--- src/rtl/uart_tx_fifo.sv ---
// uart_tx_fifo: FIFO-buffered 8N1 serial transmitter that shares its bit timing with acia_rx.
// Frames go out back to back while bytes are queued; tx_serial is registered one cycle behind the FSM state.
module uart_tx_fifo #(
  parameter int SCW       = 16,
  parameter int sym_cnt   = 40000,
  parameter int DEPTH     = 8,
  parameter int STOP_BITS = 1
) (
  input  logic                     clk,
  input  logic                     rst,
  input  logic [7:0]               tx_dat,
  input  logic                     tx_stb,
  output logic                     tx_full,
  output logic [$clog2(DEPTH):0]   tx_level,
  output logic                     tx_ovf,
  output logic                     tx_busy,
  output logic                     tx_serial
);
  localparam int AW = $clog2(DEPTH);
  localparam logic [SCW-1:0] LAST = SCW'(sym_cnt - 1);
  localparam logic [2:0] LAST_STOP = 3'(STOP_BITS - 1);
  typedef enum logic [1:0] {IDLE, START, DATA, STOP} state_t;
  state_t r_state, w_next;
  logic [7:0] r_mem [DEPTH];
  logic [AW-1:0] r_wptr, r_rptr;
  logic [AW:0] r_level;
  logic [SCW-1:0] r_cnt;
  logic [2:0] r_bit;
  logic [7:0] r_shift;
  logic r_serial, r_ovf;
  logic w_push, w_pop, w_tick;
  assign tx_full = r_level == (AW+1)'(DEPTH);
  assign w_push = tx_stb & ~tx_full;
  assign w_tick = r_cnt == LAST;
  assign tx_level = r_level;
  assign tx_ovf = r_ovf;
  assign tx_serial = r_serial;
  assign tx_busy = (r_state != IDLE) | (r_level != '0);
  always_comb begin
    w_next = r_state;
    w_pop = 1'b0;
    case (r_state)
      IDLE: begin
        w_pop = r_level != '0;
        w_next = w_pop ? START : IDLE;
      end
      START: w_next = w_tick ? DATA : START;
      DATA: w_next = (w_tick && r_bit == 3'd7) ? STOP : DATA;
      STOP: if (w_tick && r_bit == LAST_STOP) begin
        w_pop = r_level != '0;
        w_next = w_pop ? START : IDLE;
      end
      default: w_next = IDLE;
    endcase
  end
  always_ff @(posedge clk or negedge rst)
    if (!rst) r_state <= IDLE;
    else r_state <= w_next;
  always_ff @(posedge clk)
    if (w_push) r_mem[r_wptr] <= tx_dat;
  // r_bit indexes data bits in DATA and stop bits in STOP; a pop rearms both counters
  always_ff @(posedge clk or negedge rst) begin
    if (!rst) begin
      r_level <= '0;
      r_wptr <= '0;
      r_rptr <= '0;
      r_ovf <= 1'b0;
      r_serial <= 1'b1;
      r_shift <= '0;
      r_cnt <= '0;
      r_bit <= '0;
    end else begin
      r_level <= r_level + (AW+1)'(w_push) - (AW+1)'(w_pop);
      r_wptr <= r_wptr + AW'(w_push);
      r_rptr <= r_rptr + AW'(w_pop);
      r_ovf <= tx_stb & tx_full;
      r_serial <= (r_state == START) ? 1'b0 : (r_state == DATA) ? r_shift[0] : 1'b1;
      if (w_pop) begin
        r_shift <= r_mem[r_rptr];
        r_cnt <= '0;
        r_bit <= '0;
      end else if (r_state != IDLE) begin
        r_cnt <= w_tick ? '0 : r_cnt + SCW'(1);
        if (w_tick && r_state == DATA) r_shift <= r_shift >> 1;
        if (w_tick && r_state != START) r_bit <= r_bit + 3'd1;
      end
    end
  end
endmodule

--- config.mk ---
export PLATFORM = sky130hd
export DESIGN_NAME = uart_tx_fifo
export DESIGN_NICKNAME = d
export VERILOG_FILES = /design/src/rtl/uart_tx_fifo.sv
export SDC_FILE = /design/constraint.sdc
export NUM_CORES = 1
export LEC_CHECK = 0
export CAP_MARGIN = 20
export CORE_MARGIN = 1.5
export CORE_UTILIZATION = 60
export DETAILED_ROUTE_END_ITERATION = 8
export MAX_ROUTING_LAYER = met4
export PLACE_DENSITY = 0.79
export SYNTH_ARGS = -nofsm -noshare
export SYNTH_HDL_FRONTEND = slang
export SYNTH_SLANG_ARGS = --single-unit
--- constraint.sdc ---
create_clock -name clk -period 3.9 [get_ports clk]
set_input_delay 0.78 -clock clk [delete_from_list [all_inputs] [get_ports clk]]
set_output_delay 0.78 -clock clk [all_outputs]
set_load 0.01 [all_outputs]
=== Word level (Yosys, flattened, before mapping) ===
Memories as Yosys holds them, arrays and structs flattened.
Index checks and enable logic that the tools add are counted.

* Register bits after elaboration: 41
* RAM bits: 64
* Input port bits: 11
* Output and inout port bits: 8
* Word-level logic and storage cells: 61
* Memories kept: 1

{| class="wikitable"
|+ Memories
! memory !! depth !! bits a word !! read ports !! clocked after memory_dff !! wr ports !! line !! text
|-
| r_mem || 8 || 8 || 1 || 0 || 1 || 24 || <nowiki>logic [7:0] r_mem [DEPTH];</nowiki>
|}

* Add/subtract/negate cells: 6
* Eq/ne operators: 8
* Muxes and demuxes: 20
* Bitwise gates (word level): 4
* Reductions and logical operators: 13

{| class="wikitable"
|+ Operators with widths
! operator !! count
|-
| $mux W16 || 3
|-
| $mux W8 || 3
|-
| $add A16 B1 Y16 const B || 1
|-
| $eq A16 B16 Y1 const B || 1
|-
| $mux W3 || 3
|-
| $pmux W2 S4 || 1
|-
| $reduce_bool A2 Y1 || 4
|-
| $mux W1 || 7
|-
| $add A3 B1 Y3 || 2
|-
| $add A4 B1 Y4 || 1
|-
| $eq A2 B2 Y1 const B || 2
|-
| $eq A4 B4 Y1 const B || 1
|-
| $logic_and A1 B1 Y1 || 4
|-
| $mux W2 || 2
|-
| $reduce_and A2 Y1 || 2
|-
| $reduce_bool A4 Y1 || 1
|-
| $sub A4 B1 Y4 || 1
|-
| $add A3 B1 Y3 const B || 1
|-
| $eq A3 B3 Y1 const B || 1
|-
| $logic_not A3 Y1 || 1
|-
| $and A1 B1 Y1 || 2
|-
| $eq A2 B1 Y1 const B || 1
|-
| $logic_not A2 Y1 || 1
|-
| $ne A2 B1 Y1 const B || 1
|-
| other kinds (4) || 4
|}

=== Logic depth before layout (Yosys ltp) ===
Gate-level depths: netlist of the first run.

* Depth in word-level cells: 6
* Gate-level depth with buffers: 12

=== Worst setup path before layout of the first run ===
Ideal clock, no wire load.

* Path type: reg-to-reg
* Start point: reg r_cnt[8]
* End point: reg r_level[2], in the netlist tx_level[2]
* Arrival: 2642 ps
* Required time: 3777 ps
* Path slack: 1135 ps
* Cell stages (with the launch flop): 11
* Clock period less this slack: 2765 ps
* Cell sequence: dfrtp_1 -> or4b_4 -> nor3_1 -> nand4b_1 -> o21ai_1 -> buf_4 -> ha_1 -> inv_1 -> ha_1 -> fa_1 -> xor2_1

* Word-level cells in the longest chain between the ends: 5

{| class="wikitable"
|+ RTL lines
! item !! line !! text
|-
| from (decl) || 27 || <nowiki>logic [SCW-1:0] r_cnt;</nowiki>
|-
| from (signal assigned) || 83 || <nowiki>r_cnt <= w_tick ? '0 : r_cnt + SCW'(1);</nowiki>
|-
| $eq A16 B16 Y1 || 34 || <nowiki>assign w_tick = r_cnt == LAST;</nowiki>
|-
| $logic_and A1 B1 Y1 || 49 || <nowiki>STOP: if (w_tick && r_bit == LAST_STOP) begin</nowiki>
|-
| $mux W1 || 49 ||
|-
| $pmux W1 S2 || 42 || <nowiki>case (r_state)</nowiki>
|-
| $sub A4 B1 Y4 || 73 || <nowiki>r_level <= r_level + (AW+1)'(w_push) - (AW+1)'(w_pop);</nowiki>
|-
| to (signal assigned) || 73 ||
|-
| to (decl) || 26 || <nowiki>logic [AW:0] r_level;</nowiki>
|}

No other way between the ends.
A chain may end at the register's enable or synchronous reset.

=== Final worst setup path of the first run ===
* Start point: reg r_cnt[8]
* End point: reg r_level[3], in the netlist tx_level[3]

The elaborated chain is that of the path after synthesis.

==> metrics.md, run 1 <==
| Metric | Value |
|---|---|
| Crit Path Class | `reg -> reg` |
| Share of cells above drive strength 1 | `13.6%` |
| Final worst-path cycle share | `72.0%` |
| Antenna-violating nets left | `0` |
| Status | `finished clean` |
| Avg Inst Size Synth | `15.3 µm²` |
| Antenna fix cells | `0` |
| Kind of end point of the critical path | `flop` |
| WHS Path Cells | `2` |
| Fillcell total | `490` |
| Worst skew pair latency | `0.37 ns` |
| Fin crit period | `2.81 ns` |
| Crit path required time | `4.19 ns` |
| # setup viols final | `0` |
| Routability cong. | `0.812` |
| Gate Count Post-Synth | `300` |
| Bufs on Longest Clock Path | `2` |
| Initial antenna violation count | `0` |
| RR Endpoint | `tx_level[3]` |
| Core Region | `0.00733 mm²` |
| Site row count | `31` |
| Layout Cells excl Fill | `430` |
| Crit path launch type | `flop` |
| # Post-CTS Setup Buffers | `0` |
| VDD IR-drop max | `0.499 mV` |
| HP Class | `reg -> reg` |
| CTS Buf Count | `9` |
| Die ar. | `0.00817 mm²` |
| DR vias/cell | `5.68` |
| Clock Tree Root | `clkbuf_8` |
| Worst Path Max Fanout | `13` |
| Max cap viols | `0` |
| Arr. time, crit path | `3.10 ns` |
| Grt ovf | `0` |
| Port bufs | `18` |
| Cts repair resizes | `0` |
| First-pass GRT wire length | `12,600 µm` |
| Fmax | `356 MHz` |
| R2R cell count | `11` |
| Rel. slew slack | `40.7%` |
| Syn Nets | `330` |
| H-tree level count | `3` |
| Skew final | `0.0114 ns` |
| P_leak | `1.95 nW` |
| Final number of hold-violating endpoints | `0` |
| RSZ-0062 raised after global routing | `false` |
| Vias | `2,442` |
| R2R Setup Slk | `1.09 ns` |
| Fin nets | `356` |
| Worst hold margin | `0.520 ns` |
| Crit path setup slack, layout | `1.09 ns` |
| Initial core utilization | `62.5%` |
| EDFF count, synth | `64` |
| Synth unique cells | `40` |
| Area delta synth->final | `11.2%` |
| Power density cells | `482 mW/mm²` |
| DP Worst Slack | `1.08 ns` |
| Max-slew violation count | `0` |
| #FFs+latches synth | `105` |
| Die Span Y | `90.4 µm` |
| Seq/Total Area, Yosys | `64.3%` |
| Synthesized area | `0.00458 mm²` |
| Hold buffers post-CTS | `0` |
| Largest net degree at the start of global routing | `42` |
| Drt wl/cell | `17.6 µm` |
| Ys flop type | `edfxtp_1` |
| CTS tree | `yes` |
| Die width | `90.4 µm` |
| Worst-path clk slew | `0.10 ns` |
| CTS Sinks | `105` |
| Ys Warns | `0` |
| Hold path startpoint | `r_shift[0]` |
| Final Core Density | `69.6%` |
| DP HPWL | `5120 µm` |
| Inst Count DP | `413` |
| Setup TNS | `0 ns` |
| First-pass detailed-route iteration total | `4` |
| Number of global-route vias before repair | `2,586` |
| DRT iter0 DRCs | `98` |
| Slew @ Worst Pin | `0.890 ns` |
| Hold worst-path end | `tx_serial` |
| Multi-input logic area | `0.00154 mm²` |
| Residual DRC | `0` |
| Register area | `0.00295 mm²` |
| WL final | `7570 µm` |
| # IOs | `19` |
| FF-to-FF Start | `r_cnt[8]` |
| Async SR Flop Fraction | `39.0%` |
| Tot GR Track Use | `21.0%` |
worst max-delay path: stages, from the launching register on:
cell and delay [ns]:
dfrtp_1 0.42, or4b_4 0.57, nor3_1 0.20, nand4b_1 0.17
o21ai_1 0.15, buf_4 0.24, ha_1 0.17, inv_1 0.06
ha_1 0.27, a21o_1 0.16, a21oi_1 0.16, xor2_1 0.16
cell families after synthesis:
kind of cell    Yosys count  synth area share (%)
compound gates           11                  1.61
xor+xnor                 19                  3.63
fa+ha+maj                19                  5.35
buf+inv                  22                  1.99
flops                   105                  64.3
mux                      43                  13.8
simple gates             81                  9.28
state kept, by name, indices dropped and copies added (netlist names), 2 cells and up:
signal,flops
r_rptr,3
r_cnt,16
r_wptr,3
r_bit,3
r_state,2
r_mem,64
tx_level,4
r_shift,8
per-layer routing:
layer | GRT usage (%) | part of all wire [%] | up-vias | wire (µm)
met5 | - | 0 | - | 0
met2 | 36.6 | 53 | 35 | 4050
met4 | 6.61 | 0.62 | 0 | 47
met3 | 4.38 | 2.6 | 8 | 197
met1 | 24.4 | 43 | 1247 | 3280
li1 | - | - | 1152 | -
area by class of cell:
| class | count | share of cell area (%) |
|---|---|---|
| Clock buffer | 9 | 2.43 |
| Clock inverter | 7 | 1.77 |
| Inverter | 15 | 1.10 |
| Multi-Input combinational cell | 173 | 30.3 |
| Sequential cell | 105 | 57.8 |
| Tap cell | 99 | 2.43 |
| Timing Repair Buffer | 22 | 4.17 |
how the worst max path moves through the flow:
stage / slack [ns] / startpoint / end
2_1_floorplan: 1.13 / r_cnt[8] / tx_level[2]
3_3_place_gp: 1.15 / r_cnt[8] / tx_level[2]
3_5_place_dp: 1.08 / r_cnt[8] / tx_level[2]
4_1_cts: 1.07 / r_cnt[8] / tx_level[2]
5_1_grt: 0.81 / r_cnt[8] / tx_level[3]
6_report: 1.09 / r_cnt[8] / tx_level[3]
per-stage QoR:
stage               area [µm²]  power [mW]
floorplan                 4580        1.62
global placement          4870        1.77
detailed placement        4870        1.79
CTS                       5080        2.49
global route              5100        2.58
finish                    5100        2.46
where the power goes:
part	leakage, nW	switching [mW]	total, mW	internal, mW
combinational	0.745	0.202	0.367	0.164
sequential	1.10	0.0589	1.39	1.33
clock	0.110	0.389	0.703	0.315
cells in the final DEF, fill, tap and decap left out, drive strengths merged, types with 2 or more instances in the layout:
| cell type | count |
|---|---|
| edfxtp | 64 |
| dfrtp | 40 |
| nor2 | 29 |
| mux2i | 26 |
| inv | 19 |
| ha | 18 |
| clkdlybuf4s50 | 17 |
| nand2 | 16 |
| mux4 | 16 |
| xnor2 | 13 |
| clkbuf | 9 |
| nor3 | 7 |
| xor2 | 6 |
| nand3 | 6 |
| a21oi | 5 |
| buf | 5 |
| nand4 | 4 |
| nor4 | 4 |
| nand2b | 3 |
| and4 | 2 |
| or3 | 2 |
| and3 | 2 |
| clkinv | 2 |
| o21ai | 2 |
synth_stat cells, drive strengths merged (2+ instances only):
master   n  share of area [%]
edfxtp  64                 42
nand2b   3               0.41
a21oi    5               0.55
mux2i   26                5.7
buf      3               0.44
and3     2               0.27
xor2     6                1.1
inv     15                1.2
and4     2               0.38
nand4    4               0.55
dfrtp   40                 22
o21ai    2               0.30
mux4    16                7.9
nor3     7                1.0
nor2    29                2.4
ha      18                4.9
nor4     4               0.68
or3      2               0.27
nand3    6               0.76
nand2   16                1.3
clkbuf   4               0.33
xnor2   13                2.5
(Power assumes the default switching activity.)
==> run 2: changes to the inputs <==
--- a/config.mk
+++ b/config.mk
@@ -7,10 +7,10 @@
 export LEC_CHECK = 0
 export CAP_MARGIN = 20
 export CORE_MARGIN = 1.5
-export CORE_UTILIZATION = 60
+export CORE_UTILIZATION = 54
 export DETAILED_ROUTE_END_ITERATION = 8
 export MAX_ROUTING_LAYER = met4
-export PLACE_DENSITY = 0.79
+export PLACE_DENSITY = 0.75
 export SYNTH_ARGS = -nofsm -noshare
 export SYNTH_HDL_FRONTEND = slang
 export SYNTH_SLANG_ARGS = --single-unit
==> constraint.sdc (replaced) <==
create_clock -name clk -period 2.44 [get_ports clk]
set_input_delay 0.488 -clock clk [delete_from_list [all_inputs] [get_ports clk]]
set_output_delay 0.488 -clock clk [all_outputs]
set_load 0.01 [all_outputs]
==> run 2 against run 1 <==
  * Global-route usage shrank 0.79 points
  * Register-to-register slack lost 1.0 ns
  * Routed wire length grew 3.0%
  * Setup slack lost 1.0 ns
  * Design area grew 3.1%
  * Non-clock buffer count grew 15
==> metrics.md, run 2 (synthesized netlist as in run 1, its figures left out) <==
| Metric | Value |
|---|---|
| WL final | `7800 µm (+3.0%)` |
| H-tree level count | `3 (unchanged)` |
| Worst skew pair latency | `0.36 ns (about the same)` |
| Die ar. | `0.00905 mm² (+11%)` |
| VDD IR-drop max | `0.581 mV (+16%)` |
| HP Class | `in -> async` |
| Site row count | `33 (+6.5%)` |
| Biggest regs | `r_mem: 64 flops, r_cnt: 16 flops, r_shift: 8 flops` |
| Worst Path Max Fanout | `3 (-10)` |
| Largest net degree at the start of global routing | `42 (unchanged)` |
| Fin crit period | `2.37 ns (-0.432 ns)` |
| CTS Sinks | `105 (unchanged)` |
| First-pass GRT wire length | `12,800 µm (+1.8%)` |
| Hold buffers post-CTS | `0 (unchanged)` |
| Area delta synth->final | `14.7%` |
| Largest Register | `r_mem` |
| Worst-path clk slew | `0.10 ns (about the same)` |
| Final Core Density | `64.0% (-5.6 points)` |
| RSZ-0062 raised after global routing | `true` |
| Vias | `2,505 (+2.6%)` |
| R2R cell count | `10 (-1)` |
| Most common cell after layout, fill and taps aside | `edfxtp_1` |
| # Post-CTS Setup Buffers | `0 (unchanged)` |
| Residual DRC | `0 (unchanged)` |
| Placed inst area | `0.00505 mm² (+3.7%)` |
| P_leak | `2.02 nW (+3.5%)` |
| Core Region | `0.00822 mm² (+12%)` |
| Slew @ Worst Pin | `0.902 ns (+0.0120 ns)` |
| Drt wl/cell | `17.3 µm (-1.8%)` |
| Power, Total | `3.90 mW (+59%)` |
| Status | `finished clean` |
| Max-slew violation count | `0 (unchanged)` |
| Die Span Y | `95.1 µm (+5.2%)` |
| Share of cells above drive strength 1 | `19.9% (+6.3 points)` |
| Port bufs | `18 (unchanged)` |
| Kind of end point of the critical path | `flop` |
| Max cap viols | `0 (unchanged)` |
| Clock Tree Root | `clkbuf_8` |
| Crit Path Class | `reg -> reg` |
| Initial core utilization | `55.8% (-6.7 points)` |
| Worst hold margin | `0.240 ns (-0.280 ns)` |
| Bufs on Longest Clock Path | `2 (unchanged)` |
| Crit path required time | `2.74 ns (-1.45 ns)` |
| Rel. slew slack | `39.9% (-0.80 points)` |
| Setup TNS | `0 ns (unchanged)` |
| Final number of hold-violating endpoints | `0 (unchanged)` |
| Grt ovf | `0 (unchanged)` |
| Die width | `95.1 µm (+5.2%)` |
| Most frequent cells in the layout | `64 x edfxtp_1, 40 x dfrtp_1, 29 x nor2_1` |
| DRT iter0 DRCs | `96 (-2.0%)` |
| Number of global-route vias before repair | `2,609 (+0.89%)` |
| CTS Buf Count | `9 (unchanged)` |
| Final worst-path cycle share | `97.3% (+25 points)` |
| First-pass detailed-route iteration total | `4 (unchanged)` |
| # setup viols final | `0 (unchanged)` |
| DR vias/cell | `5.55 (-2.2%)` |
| Crit path launch type | `flop` |
| Fin nets | `371 (+4.2%)` |
| Power density cells | `743 mW/mm² (+54%)` |
| Design area | `0.00526 mm² (+3.1%)` |
| RR Endpoint | `tx_level[3]` |
| Fmax | `421 MHz (+18%)` |
| Antenna-violating nets left | `0 (unchanged)` |
| Tot GR Track Use | `20.2% (-0.79 points)` |
| FF-to-FF Start | `r_cnt[13]` |
| R2R Setup Slk | `0.07 ns (-1.03 ns)` |
| Antenna fix cells | `0 (unchanged)` |
| DP HPWL | `5300 µm (+3.5%)` |
| Arr. time, crit path | `2.67 ns (-0.43 ns)` |
| # IOs | `19 (unchanged)` |
| CTS tree | `yes` |
| Initial antenna violation count | `0 (unchanged)` |
| Skew final | `0.0171 ns (+0.00566 ns)` |
| Routability cong. | `0.800 (-1.4%)` |
| Largest register FFs | `64 (unchanged)` |
[run 2: cell types whose count changed in the layout (fill, tap and decap cells not counted), sizes merged]
| cell | previous run | this run |
|---|---|---|
| buf | 5 | 20 |
| bufinv | 1 | 0 |
| clkbuf | 9 | 10 |
| clkinv | 2 | 3 |
| inv | 19 | 18 |
[run 2: metal layers]
layer | vias to the layer above | wire length, µm | GRT usage, %
met1 | 1273 | 3400 | 25.0
met5 | - | 0 | -
li1 | 1184 | - | -
met2 | 36 | 4070 | 33.4
met4 | 0 | 110 | 5.97
met3 | 12 | 224 | 4.55
[run 2: area by class of cell]
cell class,instances,area [µm²]
inverters,15,56.3
well taps,105,131
clock buffers,10,128
clock inverters,6,57.6
fillers,608,2960
multi-input cells,173,1610
flip-flops and latches,105,2950
repair buffers,37,330
[run 2: how the worst max path moves through the flow]
| stage | startpoint | end | slack, ns | cells past startpoint |
|---|---|---|---|---|
| 4_1_cts | r_cnt[13] | tx_level[3] | 0.01 | 10 |
| 3_3_place_gp | r_cnt[13] | tx_level[1] | 0.08 | 8 |
| 3_5_place_dp | r_cnt[13] | tx_level[3] | 0.01 | 10 |
| 2_1_floorplan | r_cnt[13] | tx_level[1] | -0.11 | 9 |
| 6_report | r_cnt[13] | tx_level[3] | 0.07 | 10 |
| 5_1_grt | r_cnt[13] | tx_level[3] | -0.03 | 10 |
[run 2: worst max-delay path, stage by stage (launching register included)]
cell and delay [ns]:
dfrtp_1 0.38, or4b_4 0.56, nor3_2 0.12, nand4b_1 0.15, o21ai_2 0.20, ha_4 0.14
inv_1 0.06, ha_1 0.28, a21o_1 0.17, a21oi_2 0.13, xor2_1 0.14
[run 2: metrics by stage]
step                instances  worst slack [ns]
floorplan                 300            -0.109
global placement          435            0.0797
detailed placement        435            0.0135
CTS                       451            0.0128
global route              451           -0.0255
finish                    451            0.0656
[run 2: timing repair]
action	in CTS	in global routing
setup endpoints to repair	1	2
pin swaps	0	1
gates resized for setup	1	2
[run 2: power breakdown]
| part | leakage (nW) | switching [mW] | internal (mW) |
|---|---|---|---|
| clock network | 0.0949 | 0.615 | 0.396 |
| registers | 1.10 | 0.102 | 2.12 |
| logic | 0.828 | 0.353 | 0.316 |
==> run 3: changes to the inputs <==
--- a/config.mk
+++ b/config.mk
@@ -6,11 +6,14 @@
 export NUM_CORES = 1
 export LEC_CHECK = 0
 export CAP_MARGIN = 20
+export CORE_ASPECT_RATIO = 1.1
 export CORE_MARGIN = 1.5
-export CORE_UTILIZATION = 54
+export CORE_UTILIZATION = 57
+export CTS_BUF_LIST = sky130_fd_sc_hd__clkbuf_2 sky130_fd_sc_hd__clkbuf_4 sky130_fd_sc_hd__clkbuf_8
+export CTS_CLUSTER_SIZE = 8
 export DETAILED_ROUTE_END_ITERATION = 8
 export MAX_ROUTING_LAYER = met4
-export PLACE_DENSITY = 0.75
+export PLACE_DENSITY = 0.79
 export SYNTH_ARGS = -nofsm -noshare
 export SYNTH_HDL_FRONTEND = slang
 export SYNTH_SLANG_ARGS = --single-unit
==> run 3 against run 2 <==
  * Hold slack worse by 0.0054 ns
  * Clock skew is 0.0097 ns lower
  * Critical path depth is 2 lower
  * Cell count is 0.89% higher
  * Utilization is 3.1 points higher
  * Global-route usage is 0.078 points lower
  * Sequential power hardly changed
  * Flip-flop and latch count stayed put
  * Setup slack worse by 0.021 ns
  * Non-clock buffer count is 1 higher
==> metrics.md, run 3 (synthesized netlist as in run 1, its figures left out) <==
| Metric | Value |
|---|---|
| P_leak | `2.02 nW (about the same)` |
| Fin nets | `372 (+0.27%)` |
| # setup viols final | `0 (unchanged)` |
| Crit path launch type | `flop` |
| Hold buffers post-CTS | `0 (unchanged)` |
| Die ar. | `0.00859 mm² (-5.1%)` |
| Skew final | `0.00739 ns (-0.00972 ns)` |
| Grt ovf | `0 (unchanged)` |
| Worst Path Max Fanout | `3 (unchanged)` |
| Max cap viols | `0 (unchanged)` |
| Buf+Inv Stages, Crit Path | `1 (unchanged)` |
| CTS Sinks | `105 (unchanged)` |
| Residual DRC | `0 (unchanged)` |
| Crit path required time | `2.69 ns (-0.05 ns)` |
| Die width | `88.5 µm (-7.0%)` |
| Final worst-path cycle share | `98.2% (+0.87 points)` |
| Slew @ Worst Pin | `0.893 ns (-0.00823 ns)` |
| First-pass GRT wire length | `12,300 µm (-3.8%)` |
| Top delay family on crit path | `simple AND/OR/NAND/NOR gates` |
| RSZ-0062 raised after global routing | `true` |
| Largest register FFs | `64 (unchanged)` |
| Worst-path clk slew | `0.10 ns (about the same)` |
| HP Class | `in -> async` |
| Tot GR Track Use | `20.1% (-0.078 points)` |
| DRT iter0 DRCs | `114 (+19%)` |
| Final number of hold-violating endpoints | `0 (unchanged)` |
| Site row count | `34 (+3.0%)` |
| Largest Register | `r_mem` |
| Number of global-route vias before repair | `2,481 (-4.9%)` |
| Vias | `2,451 (-2.2%)` |
| Routability cong. | `0.802 (+0.21%)` |
| Core Region | `0.00787 mm² (-4.2%)` |
| Arr. time, crit path | `2.64 ns (-0.03 ns)` |
| Port bufs | `18 (unchanged)` |
| Share of cells above drive strength 1 | `20.7% (+0.81 points)` |
| CP peak stage delay | `0.56 ns (about the same)` |
| H-tree level count | `3 (unchanged)` |
| Initial antenna violation count | `0 (unchanged)` |
| DR vias/cell | `5.39 (-3.0%)` |
| Area delta synth->final | `15.2%` |
| Largest net degree at the start of global routing | `42 (unchanged)` |
| Cell mode on critical path | `ha_4` |
| Slowest cell on the critical path | `or4b_4` |
| CTS tree | `yes` |
| Power density cells | `756 mW/mm² (+1.8%)` |
| DP HPWL | `5210 µm (-1.7%)` |
| Design area | `0.00528 mm² (+0.38%)` |
| Fmax | `417 MHz (-0.89%)` |
| Kind of end point of the critical path | `flop` |
| Max-slew violation count | `0 (unchanged)` |
| Setup TNS | `0 ns (unchanged)` |
| Rel. slew slack | `40.4% (+0.55 points)` |
| Antenna-violating nets left | `0 (unchanged)` |
| Most frequent cells in the layout | `64 x edfxtp_1, 40 x dfrtp_1, 29 x nor2_1` |
| Antenna fix cells | `0 (unchanged)` |
| CTS Buf Count | `9 (unchanged)` |
| Die Span Y | `97.0 µm (+2.0%)` |
| Status | `finished clean` |
| Biggest regs | `r_mem: 64 flops, r_cnt: 16 flops, r_shift: 8 flops` |
| Worst skew pair latency | `0.36 ns (about the same)` |
| Fin crit period | `2.40 ns (+0.0213 ns)` |
| Power, Total | `3.99 mW (+2.2%)` |
| Clock Tree Root | `clkbuf_8` |
| Placed inst area | `0.00503 mm² (-0.32%)` |
| # IOs | `19 (unchanged)` |
| Bufs on Longest Clock Path | `2 (unchanged)` |
| Drt wl/cell | `16.8 µm (-2.7%)` |
| Initial core utilization | `58.2% (+2.5 points)` |
| Crit-path cells | `or4b_4 > nor3_2 > nand4b_1 > o21ai_2 > ha_4 > inv_2 > ha_4 > fa_2` |
| VDD IR-drop max | `0.666 mV (+15%)` |
| First-pass detailed-route iteration total | `4 (unchanged)` |
| Crit Path Class | `reg -> reg` |
| Most common cell after layout, fill and taps aside | `edfxtp_1` |
| WL final | `7650 µm (-1.9%)` |
[run 3: cell types whose count changed in the layout (fill, tap and decap cells not counted), sizes merged]
cell	delta
clkinvlp	+2
inv	-1
buf	+1
bufinv	+1
clkinv	-2
[run 3: cell type report]
class | count | area (µm²)
Clock inverter | 6 | 76.3
Clock buffer | 10 | 131
Tap cell | 108 | 135
Timing Repair Buffer | 38 | 325
Inverter | 15 | 56.3
Multi-Input combinational cell | 173 | 1600
Sequential cell | 105 | 2950
Fill cell | 548 | 2590
[run 3: metrics by stage]
step                      utilization [%]  std cells  hold WS [ns]  setup slack, ns
after floorplan                         -        300         0.192           -0.109
after global placement               64.0        437         0.504           0.0489
after detailed placement             64.0        437         0.509          -0.0168
after CTS                            66.7        454         0.261         -0.00875
after global routing                 67.1        455         0.314          -0.0237
final                                67.1        455         0.235           0.0443
[run 3: repair_timing]
| action | in CTS | in global routing |
|---|---|---|
| pin swaps | 2 | 0 |
| hold endpoints to repair | 0 | 0 |
| endpoints found under the setup margin | 2 | 3 |
| gates resized for setup | 1 | 3 |
| setup buffers | 1 | 1 |
[run 3: worst paths after layout]
path / to / from / slack [ns] / cells past startpoint
worst max-delay path: tx_level[1] / r_cnt[13] / 0.04 / 8
worst min-delay path: r_cnt[3] / rst / 0.23 / 1
worst max register to register: tx_level[1] / r_cnt[13] / 0.04 / 8
worst min register to register: tx_serial / r_shift[0] / 0.53 / 2
max in group asynchronous: r_cnt[9] / rst / 1.64 / 1
min in group clk: tx_serial / r_shift[0] / 0.53 / 2
[run 3: routing by layer]
metal	GRT usage (%)	up-vias	share of wire [%]
li1	-	1187	-
met1	24.1	1229	42
met2	34.2	26	54
met3	3.33	9	2.6
met4	6.85	0	1.6
met5	-	-	0
[run 3: where the power goes]
part           leakage, nW  internal (mW)  total [mW]  switching [mW]
sequential            1.10           2.12        2.22          0.0967
combinational        0.824          0.315       0.673           0.358
clock                0.100          0.502        1.10           0.596
